[config.mk]
export PLATFORM = sky130hd
export DESIGN_NAME = rgb_hue_sequencer
export DESIGN_NICKNAME = d
export VERILOG_FILES = /design/src/rtl/rgb_pkg.sv /design/src/rtl/rgb_pwm_channel.sv /design/src/rtl/rgb_hue_sequencer.sv
export SDC_FILE = /design/constraint.sdc
export NUM_CORES = 1
export LEC_CHECK = 0
export CORE_MARGIN = 2
export CORE_UTILIZATION = 31
export CTS_CLUSTER_SIZE = 30
export DETAILED_ROUTE_END_ITERATION = 6
export MAX_ROUTING_LAYER = met4
export RECOVER_POWER = 25
export SYNTH_ARGS = -nofsm -noshare
export SYNTH_HDL_FRONTEND = slang
export SYNTH_HIERARCHICAL = 1
export SYNTH_SLANG_ARGS = --single-unit
export TNS_END_PERCENT = 50
[constraint.sdc]
create_clock -name clk -period 2.54 [get_ports clk]
set_input_delay 0.635 -clock clk [delete_from_list [all_inputs] [get_ports clk]]
set_output_delay 0.635 -clock clk [all_outputs]
set_load 0.02 [all_outputs]
[src/rtl/rgb_pkg.sv]
// Shared types for the RGB hue sequencer: hue segment encoding and
// the segment-advance helper.
package rgb_pkg;

  typedef enum logic [2:0] {
    S_RG_UP = 3'd0,
    S_R_DN  = 3'd1,
    S_GB_UP = 3'd2,
    S_G_DN  = 3'd3,
    S_BR_UP = 3'd4,
    S_B_DN  = 3'd5
  } seg_t;

  localparam seg_t SEG_LAST = S_B_DN;

  function automatic seg_t seg_next(seg_t s);
    if (s == SEG_LAST)
      return S_RG_UP;
    return seg_t'(s + 3'd1);
  endfunction

endpackage

[src/rtl/rgb_pwm_channel.sv]
// One PWM channel: the duty register reloads only at the period boundary,
// so a running period is never cut short or stretched.
module rgb_pwm_channel
  import rgb_pkg::*;
#(
  parameter int PWM_BITS = 8
) (
  input  logic                clk,
  input  logic                reset,
  input  logic [PWM_BITS-1:0] pwm_cnt,
  input  logic                wrap,
  input  logic [PWM_BITS-1:0] duty,
  output logic                lit
);

  logic [PWM_BITS-1:0] duty_reg;
  logic                lit_reg;

  always_ff @(posedge clk or posedge reset) begin
    if (reset) begin
      duty_reg <= '0;
      lit_reg  <= 1'b0;
    end else begin
      if (wrap)
        duty_reg <= duty;
      lit_reg <= (pwm_cnt < duty_reg);
    end
  end

  assign lit = lit_reg;

endmodule

[src/rtl/rgb_hue_sequencer.sv]
// Colour-wheel controller: walks the hue circle in six linear segments and
// drives three glitch-free PWM LED channels.
module rgb_hue_sequencer
  import rgb_pkg::*;
#(
  parameter int PWM_BITS   = 8,
  parameter int STEP_CLKS  = 7812,
  parameter int ACTIVE_LOW = 1
) (
  input  logic       clk,
  input  logic       reset,
  input  logic       en,
  output logic       RGB_R,
  output logic       RGB_G,
  output logic       RGB_B,
  output logic [2:0] seg,
  output logic       cycle_done
);

  localparam int STEP_W = (STEP_CLKS > 1) ? $clog2(STEP_CLKS) : 1;
  localparam logic [PWM_BITS-1:0] MAX = '1;
  localparam logic [STEP_W-1:0] STEP_LAST = STEP_W'(STEP_CLKS - 1);

  seg_t                seg_reg;
  logic [PWM_BITS-1:0] level_reg;
  logic [STEP_W-1:0]   step_cnt_reg;
  logic [PWM_BITS-1:0] pwm_cnt_reg;
  logic                cycle_done_reg;

  logic                tick;
  logic                pwm_wrap;
  logic [PWM_BITS-1:0] inv_level;
  logic [PWM_BITS-1:0] duty_tgt [3];
  logic [2:0]          lit;

  assign tick      = en && (step_cnt_reg == STEP_LAST);
  assign pwm_wrap  = (pwm_cnt_reg == MAX);
  assign inv_level = MAX - level_reg;

  always_ff @(posedge clk or posedge reset) begin
    if (reset) begin
      seg_reg        <= S_RG_UP;
      level_reg      <= '0;
      step_cnt_reg   <= '0;
      pwm_cnt_reg    <= '0;
      cycle_done_reg <= 1'b0;
    end else begin
      pwm_cnt_reg    <= pwm_cnt_reg + 1'b1;
      cycle_done_reg <= 1'b0;
      if (tick) begin
        step_cnt_reg <= '0;
        if (level_reg == MAX) begin
          level_reg      <= '0;
          seg_reg        <= seg_next(seg_reg);
          cycle_done_reg <= (seg_reg == SEG_LAST);
        end else begin
          level_reg <= level_reg + 1'b1;
        end
      end else if (en) begin
        step_cnt_reg <= step_cnt_reg + 1'b1;
      end
    end
  end

  // Index 0/1/2 = red/green/blue; each segment ramps exactly one channel.
  always_comb begin
    duty_tgt[0] = '0;
    duty_tgt[1] = '0;
    duty_tgt[2] = '0;
    case (seg_reg)
      S_RG_UP: begin duty_tgt[0] = MAX;       duty_tgt[1] = level_reg; end
      S_R_DN:  begin duty_tgt[0] = inv_level; duty_tgt[1] = MAX;       end
      S_GB_UP: begin duty_tgt[1] = MAX;       duty_tgt[2] = level_reg; end
      S_G_DN:  begin duty_tgt[1] = inv_level; duty_tgt[2] = MAX;       end
      S_BR_UP: begin duty_tgt[0] = level_reg; duty_tgt[2] = MAX;       end
      S_B_DN:  begin duty_tgt[0] = MAX;       duty_tgt[2] = inv_level; end
      default: ;
    endcase
  end

  genvar gi;
  generate
    for (gi = 0; gi < 3; gi++) begin : g_ch
      rgb_pwm_channel #(.PWM_BITS(PWM_BITS)) u_ch (
        .clk     (clk),
        .reset   (reset),
        .pwm_cnt (pwm_cnt_reg),
        .wrap    (pwm_wrap),
        .duty    (duty_tgt[gi]),
        .lit     (lit[gi])
      );
    end
  endgenerate

  assign RGB_R      = (ACTIVE_LOW != 0) ? ~lit[0] : lit[0];
  assign RGB_G      = (ACTIVE_LOW != 0) ? ~lit[1] : lit[1];
  assign RGB_B      = (ACTIVE_LOW != 0) ? ~lit[2] : lit[2];
  assign seg        = seg_reg;
  assign cycle_done = cycle_done_reg;

endmodule
### Yosys cells after proc, flatten, opt, wreduce, memory -nomap -nowiden

Cells that the tools add are included.

| word-level totals | value |
|---|---|
| word-level logic and storage cells | 50 |
| flip-flop bits (word level) | 60 |
| output and inout bits | 7 |
| input port bits | 3 |

| cells by class | value |
|---|---|
| $lt $le $gt $ge | 3 |
| eq/ne operators | 8 |
| bitwise operators | 3 |
| add/sub/neg operators | 5 |
| mux-type cells | 13 |
| reductions and logical operators | 7 |

Operators by type and width:

| kind | number |
|---|---|
| case mux 8 bit (3 select lines) | 3 |
| two-way mux 13 bit | 2 |
| less-than comparator 8 bit | 3 |
| adder 8 x 1 -> 8 bit, second input constant | 2 |
| == test 8 bit, second input constant | 2 |
| adder 13 x 1 -> 13 bit, second input constant | 1 |
| == test 13 bit, second input constant | 1 |
| two-way mux 8 bit | 1 |
| subtractor 8 bit, first input constant | 1 |
| == test 3 x 2 -> 1 bit, second input constant | 2 |
| == test 3 bit, second input constant | 2 |
| two-way mux 3 bit | 2 |
| OR reduction 2 bit | 3 |
| two-way mux 1 bit | 5 |
| adder 3 x 1 -> 3 bit, second input constant | 1 |
| == test 3 x 1 -> 1 bit, second input constant | 1 |
| logical NOT 3 bit | 1 |
| inverter 1 bit | 3 |
| AND reduction 2 bit | 1 |
| nonzero test 2 bit | 1 |
| logical AND 1 bit | 1 |

### Logic depth before layout (Yosys ltp)

| logic depth | value |
|---|---|
| word-level depth | 5 |
| gate-level depth with buffers | 8 |
| mapped depth without buffers | 6 |

### By module

Netlist, hierarchy kept.

Modules (own cells, without submodules):

| module | area an instance (um^2) | times used | seq. area each (um^2) | cells an instance |
|---|---|---|---|---|
| rgb_hue_sequencer | 1969.4 | 1 | 825.8 | 230 |
| rgb_pwm_channel | 483.0 | 3 | 225.2 | 51 |

### Worst setup path after synthesis

No wires, ideal clock.

| timing | value |
|---|---|
| path kind | register -> register |
| from | reg step_cnt_reg[2] |
| to | reg seg_reg[1] (netlist: seg[1]) |
| slack | 0.267 ns |
| cell stages (with the launch flop) | 5 |
| arrival | 2.148 ns |
| path through | dfrtp_1 or4_4 or4_4 or3_1 mux2_4 |

| on the way | value |
|---|---|
| cells in the longest elaborated chain, start to end | 3 |

RTL lines:

| item | line | text |
|---|---|---|
| from (decl) | rgb_hue_sequencer.sv:26 | `logic [STEP_W-1:0] step_cnt_reg;` |
| from (signal assigned) | rgb_hue_sequencer.sv:60 | `step_cnt_reg <= step_cnt_reg + 1'b1;` |
| == test 13 bit | rgb_hue_sequencer.sv:36 | `assign tick = en && (step_cnt_reg == STEP_LAST);` |
| logical AND 1 bit | rgb_hue_sequencer.sv:36 |  |
| AND reduction 2 bit (no line) | -- |  |
| to (signal assigned) | rgb_hue_sequencer.sv:54 | `seg_reg <= seg_next(seg_reg);` |
| to (decl) | rgb_hue_sequencer.sv:24 | `seg_t seg_reg;` |

Every way passes these cells.
A chain may end at the register's enable or synchronous reset.

### Final worst setup path

Ends and elaborated chain as after synthesis.

==> metrics.md <==
| Metric | Value |
|---|---|
| Status | `completed` |
| Final setup viols | `0` |
| Static leakage | `around 1.8 nW` |
| Seq/Total Area, Yosys | `between 40 and 50%` |
| Root Buffer | `clkbuf_8` |
| # IOs | `10` |
| Die Ht | `109 um` |
| Starting Density | `a little under a third` |
| Die extent in x | `around 110 um` |
| Via count | `roughly 2600` |
| Total Die Area | `about 12000 um2` |
| DRT iter0 DRCs | `158` |
| Clock buffer depth | `2` |
| Fin nets | `roughly 430` |
| Clock H-tree levels | `3` |
| Largest net degree at the start of global routing | `34` |
| Final std cells w/o fill | `between 500 and 600` |
| Drt pass-1 iters | `4` |
| Layout overhead on the synthesized area | `13.9%` |
| Detailed placement HPWL | `~5.3 mm` |
| Buf/Inv on CP | `0` |
| Wire length per cell | `~13 um` |
| Vias in the first global route | `~2600` |
| Most common cell after layout, fill and taps aside | `dfrtp_1` |
| Path type of the worst setup path | `reg -> reg` |
| Most frequent cells in the layout | `dfrtp_1 (60), nor2_1 (55), nand2_1 (41)` |
| Crit path max-delay cell type | `or4_4` |
| Power per Cell Area | `514 nW/um2` |
| Slowest stage delay, CP | `~0.56 ns` |
| Post-Route Setup TNS | `0 ns` |
| Slew @ Worst Pin | `between 0.5 and 0.6 ns` |
| Max Clock Freq | `roughly 430 MHz` |
| Clock latency at the later pin of the worst-skew pair | `approximately 0.34 ns` |
| Final min period | `between 2 and 2.5 ns` |
| Crit path required time | `~2.8 ns` |
| Crit path max fanout | `5` |
| Most Frequent Cell on Critical Path | `or4_4` |
| Clock Skew | `around 0.0077 ns` |
| CTS tree | `built` |
| DRT antenna net count | `0` |
| Residual DRC count | `0` |
| Net Count, Synth | `411` |
| Synth area leader | `dfrtp_1` |
| Routability cong. | `approximately 0.78` |
| Top cell type's share of synthesized area | `43.9%` |
| Hold buffers post-CTS | `0` |
| Final hold viol count | `0` |
| Crit-path leading delay family | `simple AND/OR/NAND/NOR gates` |
| Max rail drop VDD | `around 0.28 mV` |
| ANT cells | `0` |
| Worst Setup Start Kind | `flip-flop` |
| Hold Path Class | `reg -> reg` |
| Post-CTS Resized | `0` |
| Max_slew headroom | `between 60% and 70%` |
| Max reg flops | `24` |
| Cells after Synth | `roughly 380` |
| CP Capture Type | `flip-flop` |
| Antenna violations before repair | `0` |
| Arrival @ worst endpoint | `2.54 ns` |
| Routed WL | `between 7 and 8 mm` |
| Synth Area per Inst | `8.93 um2` |
| Tcrit/Tclk final | `between 90% and 100%` |
| Clk sinks | `60` |
| Core area | `approximately 11000 um2` |
| Vias per cell | `around 4.9` |
| Placed insts | `between 500 and 600` |
| Yosys warnings | `6` |
| Synthesized flop and latch total | `60` |
| Setup repair bufs after CTS | `0` |
| Grt total ovfl | `0` |
| Fin. max-slew vios | `0` |
| Worst hold path stage count | `1` |
| Min Hold Slack | `0.493 ns` |
| Total power draw | `2.00 mW` |
| Global-route wire length before repair | `12.3 mm` |
| CP Depth | `4` |
| GRT Total Usage | `between 10% and 20%` |
| Cts bufs inserted | `9` |
| Distinct cells, synth | `39` |
| RSZ-0062 raised after global routing | `no` |
| Top cells by area, synth | `dfrtp_1 (44%), ha_1 (9.2%), nor2_1 (6.0%)` |
| Rows | `38` |
| Cell Area, Synth | `3420 um2` |
| Register clock-pin slew on the reported worst setup and hold paths | `~0.060 ns` |
| Port bufs | `9` |
| Max Cap Viol | `0` |
| Cells on worst reg2reg path | `4` |
| Share of cells above drive strength 1 | `approximately 11%` |
| CP cell instances | `or4_4, or4_4, or3_1, mux2_4` |
synthesized netlist by cell type:
cell,number
dfrtp_1,60
nor2_1,55
nand2_1,41
inv_1,33
o21ai_0,32
ha_1,25
clkbuf_1,14
nand3_1,13
o22ai_1,13
xnor2_1,11
mux2_2,9
a21oi_1,7
xor2_1,7
and2_1,6
and3_1,6
and4_1,4
nand4_1,4
a211oi_2,3
a41oi_1,3
buf_2,3
nand2b_1,3
nor2b_1,3
nor3_1,3
o21ai_1,3
o31ai_1,3
a211oi_1,2
a31oi_1,2
mux2_4,2
o211ai_1,2
or4_4,2
a21o_1,1
inv_2,1
nand3b_1,1
nand4b_1,1
nor4_1,1
nor4_2,1
o41ai_1,1
or2_2,1
or3_1,1
through the flow:
step	util, %	worst slack [ns]	area [um2]
after floorplan	-	0.267	3420
after global placement	34.3	0.0420	3710
after detailed placement	34.3	0.0266	3710
after CTS	36.1	0.208	3890
after global routing	36.1	0.178	3890
final	36.1	0.219	3890
worst register-to-register path, cell delays in order, from the launching register on:
cell and delay [ns]:
dfrtp_1 0.42, or4_4 0.56, or4_4 0.55, or3_1 0.38, mux2_4 0.30
power breakdown:
group | leakage (nW) | internal, mW | switching (mW) | total (mW)
Clock | 0.0986 | 0.454 | 0.348 | 0.802
Combinational | 0.849 | 0.0688 | 0.0730 | 0.142
Sequential | 0.808 | 1.00 | 0.0520 | 1.06
area by class of cell:
class / count / area, um2
clock buffer: 14 / 183
clock inverter: 1 / 5.00
fill: 1090 / 6900
inverter: 34 / 128
multi-input combinational: 272 / 1720
sequential: 60 / 1500
tap: 140 / 175
timing repair buffer: 21 / 180
path summary, 6_finish.rpt:
| kind | start | to | slack, ns |
|---|---|---|---|
| min in group asynchronous | reset | g_ch[1].u_ch/duty_reg[6] | 0.81 |
| setup reg to reg | step_cnt_reg[2] | seg[1] | 0.22 |
| max in group asynchronous | reset | step_cnt_reg[8] | 1.27 |
| hold / removal | step_cnt_reg[5] | step_cnt_reg[5] | 0.49 |
| hold reg to reg | step_cnt_reg[5] | step_cnt_reg[5] | 0.49 |
| setup / recovery | step_cnt_reg[2] | seg[1] | 0.22 |
per-layer routing:
layer	GRT usage [%]	vias up	routed length [um]
li1	-	1336	-
met1	17.0	1248	3520
met2	21.5	32	3410
met3	4.54	13	244
met4	4.12	0	95
met5	-	-	0
cell families after synthesis:
group / Yosys count / synth area share (%)
XOR/XNOR: 18 / 4.61
AO/OA/AOI/OAI: 72 / 12.8
adder cells (fa/ha/maj): 25 / 9.15
buffers and inverters: 51 / 5.71
AND/OR/NAND/NOR: 146 / 20.0
flip-flops: 60 / 43.9
multiplexers: 11 / 3.84
No activity file was read; power rests on OpenSTA's default activity.
